## src/rtl/reaction_pkg.sv

```systemverilog
// Shared types and constants for the reaction-timer round sequencer.
`timescale 1ns/1ps
package reaction_pkg;

  typedef enum logic [2:0] {
    IDLE   = 3'd0,
    ARM    = 3'd1,
    SETTLE = 3'd2,
    WAIT   = 3'd3,
    LIT    = 3'd4,
    DONE   = 3'd5,
    CHEAT  = 3'd6
  } state_e;

  localparam logic [11:0] CNT_MAX       = 12'd4095;
  localparam logic [11:0] DELAY_MIN_DEF = 12'd1000;
  localparam logic [11:0] LFSR_SEED_DEF = 12'hACE;
  // Fibonacci taps 12,6,4,1 expressed as bit positions 11,5,3,0
  localparam logic [11:0] LFSR_TAPS     = 12'h829;

  function automatic logic in_round(input state_e s);
    return (s == ARM) || (s == SETTLE) || (s == WAIT) || (s == LIT);
  endfunction

endpackage

```

## src/rtl/lfsr12.sv

```systemverilog
// Free-running 12-bit Fibonacci LFSR; advances every clock, seeded on async reset.
`timescale 1ns/1ps
module lfsr12
  import reaction_pkg::*;
#(
  parameter logic [11:0] SEED = LFSR_SEED_DEF,
  parameter logic [11:0] TAPS = LFSR_TAPS
) (
  input  logic        clk,
  input  logic        rst,
  output logic [11:0] q
);

  logic [11:0] q_q;
  logic [11:0] q_d;

  always_comb begin
    q_d = {q_q[10:0], ^(q_q & TAPS)};
  end

  always_ff @(posedge clk or posedge rst) begin
    if (rst) begin
      q_q <= SEED;
    end else begin
      q_q <= q_d;
    end
  end

  assign q = q_q;

endmodule

```

## src/rtl/reaction_ctrl.sv

```systemverilog
// Reaction-timer round sequencer: random delay, stimulus LED, response timing.
// Optional best-time tracking is enabled by defining REACTION_BEST_EN.
`timescale 1ns/1ps
module reaction_ctrl
  import reaction_pkg::*;
#(
  parameter logic [11:0] DELAY_MIN = DELAY_MIN_DEF,
  parameter logic [11:0] LFSR_SEED = LFSR_SEED_DEF
) (
  input  logic        clk1k,
  input  logic        reset,
  input  logic        go,
  input  logic        react,
  input  logic        dc_done,
  output logic        dc_start,
  output logic [11:0] dc_value,
  output logic        led,
  output logic [11:0] result,
  output logic        result_valid,
  output logic        timeout,
  output logic        cheat,
`ifdef REACTION_BEST_EN
  output logic [11:0] best,
`endif
  output logic        busy
);

  state_e      state_q, state_d;
  logic        dc_start_q, dc_start_d;
  logic [11:0] dc_value_q, dc_value_d;
  logic        led_q, led_d;
  logic [11:0] result_q, result_d;
  logic        result_valid_q, result_valid_d;
  logic        timeout_q, timeout_d;
  logic        cheat_q, cheat_d;
  logic        busy_q, busy_d;
  logic [11:0] cnt_q, cnt_d;
  logic [11:0] lfsr_q;
  logic        go_ok;
`ifdef REACTION_BEST_EN
  logic [11:0] best_q, best_d;
`endif

  lfsr12 #(
    .SEED(LFSR_SEED),
    .TAPS(LFSR_TAPS)
  ) u_lfsr (
    .clk(clk1k),
    .rst(reset),
    .q  (lfsr_q)
  );

  assign go_ok = go && !react;

  always_comb begin
    state_d        = state_q;
    dc_start_d     = 1'b0;
    dc_value_d     = dc_value_q;
    led_d          = led_q;
    result_d       = result_q;
    result_valid_d = result_valid_q;
    timeout_d      = timeout_q;
    cheat_d        = cheat_q;
    cnt_d          = cnt_q;
`ifdef REACTION_BEST_EN
    best_d         = best_q;
`endif

    case (state_q)
      IDLE, DONE, CHEAT: begin
        // Outputs are registered, so the load pulse and delay are set on the edge entering ARM.
        if (go_ok) begin
          state_d        = ARM;
          dc_start_d     = 1'b1;
          dc_value_d     = DELAY_MIN + (lfsr_q & 12'h7FF);
          result_d       = '0;
          result_valid_d = 1'b0;
          timeout_d      = 1'b0;
          cheat_d        = 1'b0;
        end
      end
      ARM: begin
        state_d = SETTLE;
      end
      SETTLE: begin
        if (react) begin
          state_d = CHEAT;
          cheat_d = 1'b1;
        end else begin
          state_d = WAIT;
        end
      end
      WAIT: begin
        if (react) begin
          state_d = CHEAT;
          cheat_d = 1'b1;
        end else if (dc_done) begin
          state_d = LIT;
          led_d   = 1'b1;
          cnt_d   = '0;
        end
      end
      LIT: begin
        if (react) begin
          state_d        = DONE;
          result_d       = cnt_q;
          result_valid_d = 1'b1;
          led_d          = 1'b0;
`ifdef REACTION_BEST_EN
          if (cnt_q < best_q) begin
            best_d = cnt_q;
          end
`endif
        end else if (cnt_q == CNT_MAX) begin
          state_d        = DONE;
          result_d       = CNT_MAX;
          result_valid_d = 1'b1;
          timeout_d      = 1'b1;
          led_d          = 1'b0;
        end else begin
          cnt_d = cnt_q + 12'd1;
        end
      end
      default: begin
        state_d = IDLE;
      end
    endcase

    busy_d = in_round(state_d);
  end

  always_ff @(posedge clk1k or posedge reset) begin
    if (reset) begin
      state_q        <= IDLE;
      dc_start_q     <= 1'b0;
      dc_value_q     <= '0;
      led_q          <= 1'b0;
      result_q       <= '0;
      result_valid_q <= 1'b0;
      timeout_q      <= 1'b0;
      cheat_q        <= 1'b0;
      busy_q         <= 1'b0;
      cnt_q          <= '0;
`ifdef REACTION_BEST_EN
      best_q         <= CNT_MAX;
`endif
    end else begin
      state_q        <= state_d;
      dc_start_q     <= dc_start_d;
      dc_value_q     <= dc_value_d;
      led_q          <= led_d;
      result_q       <= result_d;
      result_valid_q <= result_valid_d;
      timeout_q      <= timeout_d;
      cheat_q        <= cheat_d;
      busy_q         <= busy_d;
      cnt_q          <= cnt_d;
`ifdef REACTION_BEST_EN
      best_q         <= best_d;
`endif
    end
  end

  assign dc_start     = dc_start_q;
  assign dc_value     = dc_value_q;
  assign led          = led_q;
  assign result       = result_q;
  assign result_valid = result_valid_q;
  assign timeout      = timeout_q;
  assign cheat        = cheat_q;
  assign busy         = busy_q;
`ifdef REACTION_BEST_EN
  assign best         = best_q;
`endif

endmodule

```

## config.mk

```make
export PLATFORM = sky130hd
export DESIGN_NAME = reaction_ctrl
export DESIGN_NICKNAME = d
export VERILOG_FILES = /design/src/rtl/reaction_pkg.sv /design/src/rtl/lfsr12.sv /design/src/rtl/reaction_ctrl.sv
export SDC_FILE = /design/constraint.sdc
export NUM_CORES = 1
export LEC_CHECK = 0
export ABC_AREA = 1
export BUFFER_PORTS_ARGS = -buffer_cell sky130_fd_sc_hd__buf_2
export CORE_MARGIN = 1.5
export CORE_UTILIZATION = 50
export CTS_BUF_LIST = sky130_fd_sc_hd__clkbuf_16
export DETAILED_ROUTE_END_ITERATION = 10
export PLACE_DENSITY = 0.68
export SYNTH_ARGS = -nofsm -noshare
export SYNTH_HDL_FRONTEND = slang
export SYNTH_SLANG_ARGS = --single-unit
```

## constraint.sdc

```tcl
create_clock -name clk1k -period 3.25 [get_ports clk1k]
set_input_delay 0.1625 -clock clk1k [delete_from_list [all_inputs] [get_ports clk1k]]
set_output_delay 0.1625 -clock clk1k [all_outputs]
set_load 0.01 [all_outputs]
```

# Word level (Yosys, flattened, before mapping)
# Index checks and enable logic that the tools add are counted.
# W data, S select, Z words.
dict set report word_totals {
  regBits 57
  inputBits 5
  output_inout_bits 30
  wordCells 81
}
dict set report op_classes {
  n_addsub 2
  n_eq_ne 19
  muxes 31
  reduce_logical 18
}
# op count
set op_table {}
lappend op_table {{$mux W12} 7}
lappend op_table {{$pmux W12 S2} 2}
lappend op_table {{$mux W3} 6}
lappend op_table {{$pmux W3 S5} 1}
lappend op_table {{$add A10 B11 Y12 const A} 1}
lappend op_table {{$add A12 B1 Y12 const B} 1}
lappend op_table {{$eq A12 B12 Y1 const B} 1}
lappend op_table {{$eq A3 B2 Y1 const B} 4}
lappend op_table {{$eq A3 B3 Y1 const B} 4}
lappend op_table {{$ne A2 B2 Y1 const B} 6}
lappend op_table {{$reduce_xor A12 Y1} 1}
lappend op_table {{$mux W1} 11}
lappend op_table {{$pmux W1 S2} 4}
lappend op_table {{$reduce_and A4 Y1} 2}
lappend op_table {{$eq A3 B1 Y1 const B} 2}
lappend op_table {{$reduce_and A3 Y1} 2}
lappend op_table {{$reduce_bool A2 Y1} 3}
lappend op_table {{$reduce_and A5 Y1} 1}
lappend op_table {{$logic_not A3 Y1} 1}
lappend op_table {{$logic_or A1 B1 Y1} 3}
lappend op_table {{$ne A3 B3 Y1 const B} 1}
lappend op_table {{$reduce_or A3 Y1} 1}
lappend op_table {{$ne A2 B1 Y1 const B} 1}
lappend op_table {{$reduce_and A2 Y1} 1}
lappend op_table {{3 further kinds} 3}

# Longest topological paths before layout
dict set report logic_depth {
  ltp_word 8
  depth_mapped 10
  mapped_depth_nobuf 9
}

# By module
# From an unflattened synthesis, not the netlist that was laid out.
dict set report hier_totals {
  cells_unflattened 335
  area_unflattened_um2 2783.9
}
# module instances cells_per_inst area_each_um2 seq_area_each_um2
set modules_own_cells {}
lappend modules_own_cells {reaction_ctrl 1 296 2324.7 1126.1}
lappend modules_own_cells {lfsr12 1 39 459.2 309.0}

# Least setup slack after synthesis
# Ideal clock, no wire load.
dict set report synth_path {
  path_kind {register -> register}
  start {register cnt_q[0]}
  end {register result_q[11] (netlist: result[11])}
  setup_time_ps 121
  arrival_time_ps 1504
  required_ps 3129
  path_slack_ps 1625
  path_stages_with_launch 11
  n_path_buf 2
  synth_period_minus_slack_ps 1625
  path_cell_list {dfrtp_1 ha_1 nand2_1 nor2_1 nand3_2 nand2_4 nand2_4 buf_6 buf_6 nand3_1 o21ai_1}
}
dict set report synth_via {
  elab_chain_cells 3
}
# element line
set synth_lines {}
lappend synth_lines {{start: declaration} reaction_ctrl.sv:37} ;# logic [11:0] cnt_q, cnt_d;
lappend synth_lines {{start signal: assignment} reaction_ctrl.sv:157} ;# cnt_q <= cnt_d;
lappend synth_lines {{$eq A12 B12 Y1} reaction_ctrl.sv:114} ;# end else if (cnt_q == CNT_MAX) begin
lappend synth_lines {{$ne A3 B3 Y1 (no line)} n/a}
lappend synth_lines {{$reduce_and A3 Y1 (no line)} n/a}
lappend synth_lines {{end signal: assignment} reaction_ctrl.sv:152} ;# result_q <= result_d;
lappend synth_lines {{end: declaration} reaction_ctrl.sv:32} ;# logic [11:0] result_q, result_d;
# Every way passes these cells.
# A chain may end at the register's enable or synchronous reset.

# Final worst setup path
dict set report layout_path {
  start {register state_q[1]}
  end {register dc_value_q[8] (netlist: dc_value[8])}
}
dict set report layout_via {
  elab_chain_cells 3
  word_cells_on_any_way 5
  cone_classes {eq/ne: 2; reduce/logical: 3}
}
# element line
set layout_lines {}
lappend layout_lines {{start: declaration} reaction_ctrl.sv:28} ;# state_e state_q, state_d;
lappend layout_lines {{start signal: assignment} reaction_ctrl.sv:148} ;# state_q <= state_d;
lappend layout_lines {{$eq A3 B3 Y1 or $logic_not A3 Y1 (tied branches)} reaction_ctrl.sv:69} ;# case (state_q)
lappend layout_lines {{$reduce_or A3 Y1 *} reaction_ctrl.sv:69}
lappend layout_lines {{$reduce_and A2 Y1 (no line) *} n/a}
lappend layout_lines {{end signal: assignment} reaction_ctrl.sv:150} ;# dc_value_q <= dc_value_d;
lappend layout_lines {{end: declaration} reaction_ctrl.sv:30} ;# logic [11:0] dc_value_q, dc_value_d;
# Every way passes the cells marked *; elsewhere a longest branch is shown, timed or not.

==> results.py <==
metrics = {
    "outcome": {
        "outcome": "finished, final reports clean",
    },
    "clock_tree": {
        "worstSkewPairLatency_ns": 0.32,
        "root_buffer": "clkbuf_16",
        "cts_buffers": 9,
        "htreeDepth": 3,
        "ctsResizeCount": 0,
        "clk_pin_slew_ns": 0.05,
        "holdBufCountCts": 0,
        "post-cts-setup-buffer-count": 0,
        "cts.sinks": 57,
        "tritoncts": "built",
        "cts_buffer_depth": 2,
    },
    "yosys": {
        "synth_top_cell_area_share_pct": 46.97,
        "yosysWarnings": 0,
        "synth_area_um2": 2664,
        "synth_cell_types": 29,
        "yosys-top-cells-area": "dfrtp_1 47%, nand2_1 14%, dfstp_2 6.9%, nor2_1 5.4%, nand3_1 4.9%",
        "syn_nets": 322,
        "avgSynthCellArea_um2": 8.457,
        "ys_ff_latch": 57,
        "synthCells": 315,
        "seq_area_frac_synth_pct": 53.88,
        "yosysTopAreaCell": "dfrtp_1",
    },
    "floorplan": {
        "start_util_pct": 52.16,
        "row_count": 26,
        "die_h_um": 75.99,
        "fp.dieArea_um2": 5774,
        "coreArea_um2": 5107,
        "die_x_um": 75.99,
        "ioPinCount": 35,
    },
    "timing": {
        "fmax_mhz": 423.9,
        "setup_tns_ns": 0,
        "setup_slack_ns": 0.8907,
        "worstMarginPinSlew_ns": 0.8425,
        "setup_viol_count_final": 0,
        "period_needed_ns": 2.359,
        "rsz0062_at_grt": "false",
        "fin_worst_skew_ns": 0.006793,
        "min_period_over_period_pct": 72.59,
        "max_slew_margin_pct": 43.75,
        "final_max_slew_viol_count": 0,
        "report.final.hold_viol_count": 0,
    },
    "global_route": {
        "antenna_found_initial": 0,
        "grt_overflow": 0,
        "grt_pass1_vias": 2028,
        "grt_first_pass_wirelength_um": 9618,
        "track_usage_pct": 21.20,
        "grt_max_degree": 42,
    },
    "placed_design": {
        "place.gp.congestion": 0.9060,
        "pre_cts_slack_ns": 0.9207,
        "dp_hpwl_um": 3792,
        "io_buffers": 34,
        "placed_area_um2": 2861,
    },
    "detailed_routing": {
        "post_drt_via_cell_ratio": 5.028,
        "drc_errors": 0,
        "wl_per_cell_um": 13.10,
        "vias": 2142,
        "firstDrtPassIters": 4,
        "drt_iter0_markers": 133,
        "route.antenna.remaining_nets": 0,
        "wl_um": 5581,
    },
    "power": {
        "p_int_mw": 1.694,
        "cellPowerDensity_nw_per_um2": 808.8,
        "power_frac_seq_pct": 38.4,
        "share_comb_of_total_power_pct": 27.3,
        "power.total_mw": 2.541,
        "ir_drop_uv": 538.8,
        "clkPwrFrac_pct": 34.3,
        "switching_power_mw": 0.8473,
        "swShare_pct": 33.34,
        "p_leak_nw": 1.610,
    },
    "finish": {
        "fin_area_um2": 3142,
        "diodes": 0,
        "fillers": 471,
        "area_growth_syn_to_layout_pct": 17.94,
        "final_util_pct": 61.51,
        "drive_gt1_share_pct": 19.66,
        "fin_nets": 358,
    },
    "min_path": {
        "holdCritPathClass": "primary input to async pin",
    },
    "flow_run": {
        "max_cap_violations": 0,
    },
    "setup_path": {
        "cp-end-kind": "register",
        "worstPathRequired_ns": 3.45,
        "worst-path-max-fanout": 33,
        "worstSetupStartpointType": "register",
        "cp.arrival_ns": 2.56,
        "worstSetupPathType": "register to register",
    },
}
==> layout by cell type (no fill, tap or decap), types with 2 or more instances in the layout <==
cell	count
nand2_1	101
dfrtp_1	50
nor2_1	38
buf_2	34
nand3_1	26
inv_1	19
o21ai_1	13
clkbuf_16	9
nand4_1	8
xor2_1	7
dfstp_2	7
o21ai_0	5
nand3_2	4
inv_2	4
a21oi_1	4
clkinv_1	3
nor3_1	3
xnor2_1	3
o21ai_2	3
nor2_2	2
nand2_4	2
ha_1	2
clkinv_2	2
==> Yosys cell counts <==
library cell  number
a21oi_1            4
a21oi_2            1
buf_2              3
buf_4              1
buf_6              3
clkbuf_1           3
clkinv_1           1
dfrtp_1           50
dfstp_2            7
ha_1               2
inv_1             18
inv_2              3
nand2_1          101
nand2_4            2
nand3_1           26
nand3_2            4
nand4_1            8
nor2_1            38
nor2_2             2
nor3_1             3
nor3b_1            1
o211ai_1           1
o21ai_0            5
o21ai_1           13
o21ai_2            3
o21bai_1           1
o22ai_1            1
xnor2_1            3
xor2_1             7
==> final timing paths <==
check | slack, ns | cells after the start | start | to
max in group asynchronous | 2.42 | 3 | reset | u_lfsr.q[3]
min | 0.02 | 2 | reset | u_lfsr.q[4]
min reg2reg | 0.37 | 0 | u_lfsr.q[1] | u_lfsr.q[2]
max | 0.89 | 8 | state_q[1] | dc_value[8]
min in group clk1k | 0.20 | 3 | react | state_q[2]
max reg2reg | 0.89 | 8 | state_q[1] | dc_value[8]
==> power by group through the flow <==
stage | logic, mW | registers, mW | clock network (mW)
final | 0.693 | 0.976 | 0.872
after global routing | 0.768 | 1.00 | 0.921
after CTS | 0.700 | 0.978 | 0.884
after detailed placement | 0.698 | 0.989 | 0
after global placement | 0.682 | 0.982 | 0
after floorplan | 0.420 | 1.04 | 0
==> flip-flops by register name, indices dropped and copies added, names as in the netlist, 3 cells and up <==
signal    cells
result       12
cnt_q        12
dc_value     12
state_q       3
u_lfsr.q     12
==> through the flow <==
stage	hold WS, ns	instances
floorplan	0.2899	315
global placement	0.3614	410
detailed placement	0.3610	410
CTS	0.05363	426
global route	0.1155	426
finish	0.01890	426
==> metal layers <==
layer | track usage, % | part of all wire (%)
met5 | 0 | 0
met4 | 11.11 | 1.8
met3 | 4.192 | 4.4
met2 | 29.10 | 43
met1 | 31.72 | 50
==> final cells by class <==
class / count / area [µm²] / area share, %
Clock buffer: 9 / 225.2 / 7.168
Clock inverter: 7 / 55.05 / 1.752
Inverter: 22 / 82.58 / 2.628
Multi-Input combinational cell: 226 / 1079 / 34.33
Sequential cell: 57 / 1435 / 45.68
Tap cell: 70 / 87.58 / 2.788
Timing Repair Buffer: 35 / 177.7 / 5.655
==> critical path: stages, from the launching register on <==
cell and delay, ns:
dfrtp_1 0.38, inv_1 0.14, nand3_2 0.29, inv_2 0.23, nor2_2 0.07, nand3_2 0.45, clkinv_1 0.45, nand2_1 0.16
nand2_1 0.07
==> cells by family after synthesis <==
| group | share of synthesized area (%) |
|---|---|
| compound gates | 6.247 |
| xor+xnor | 3.288 |
| fa+ha+maj | 0.9393 |
| buf+inv | 5.636 |
| flops | 53.88 |
| simple gates | 30.01 |
No activity file was read; power rests on OpenSTA's default activity.
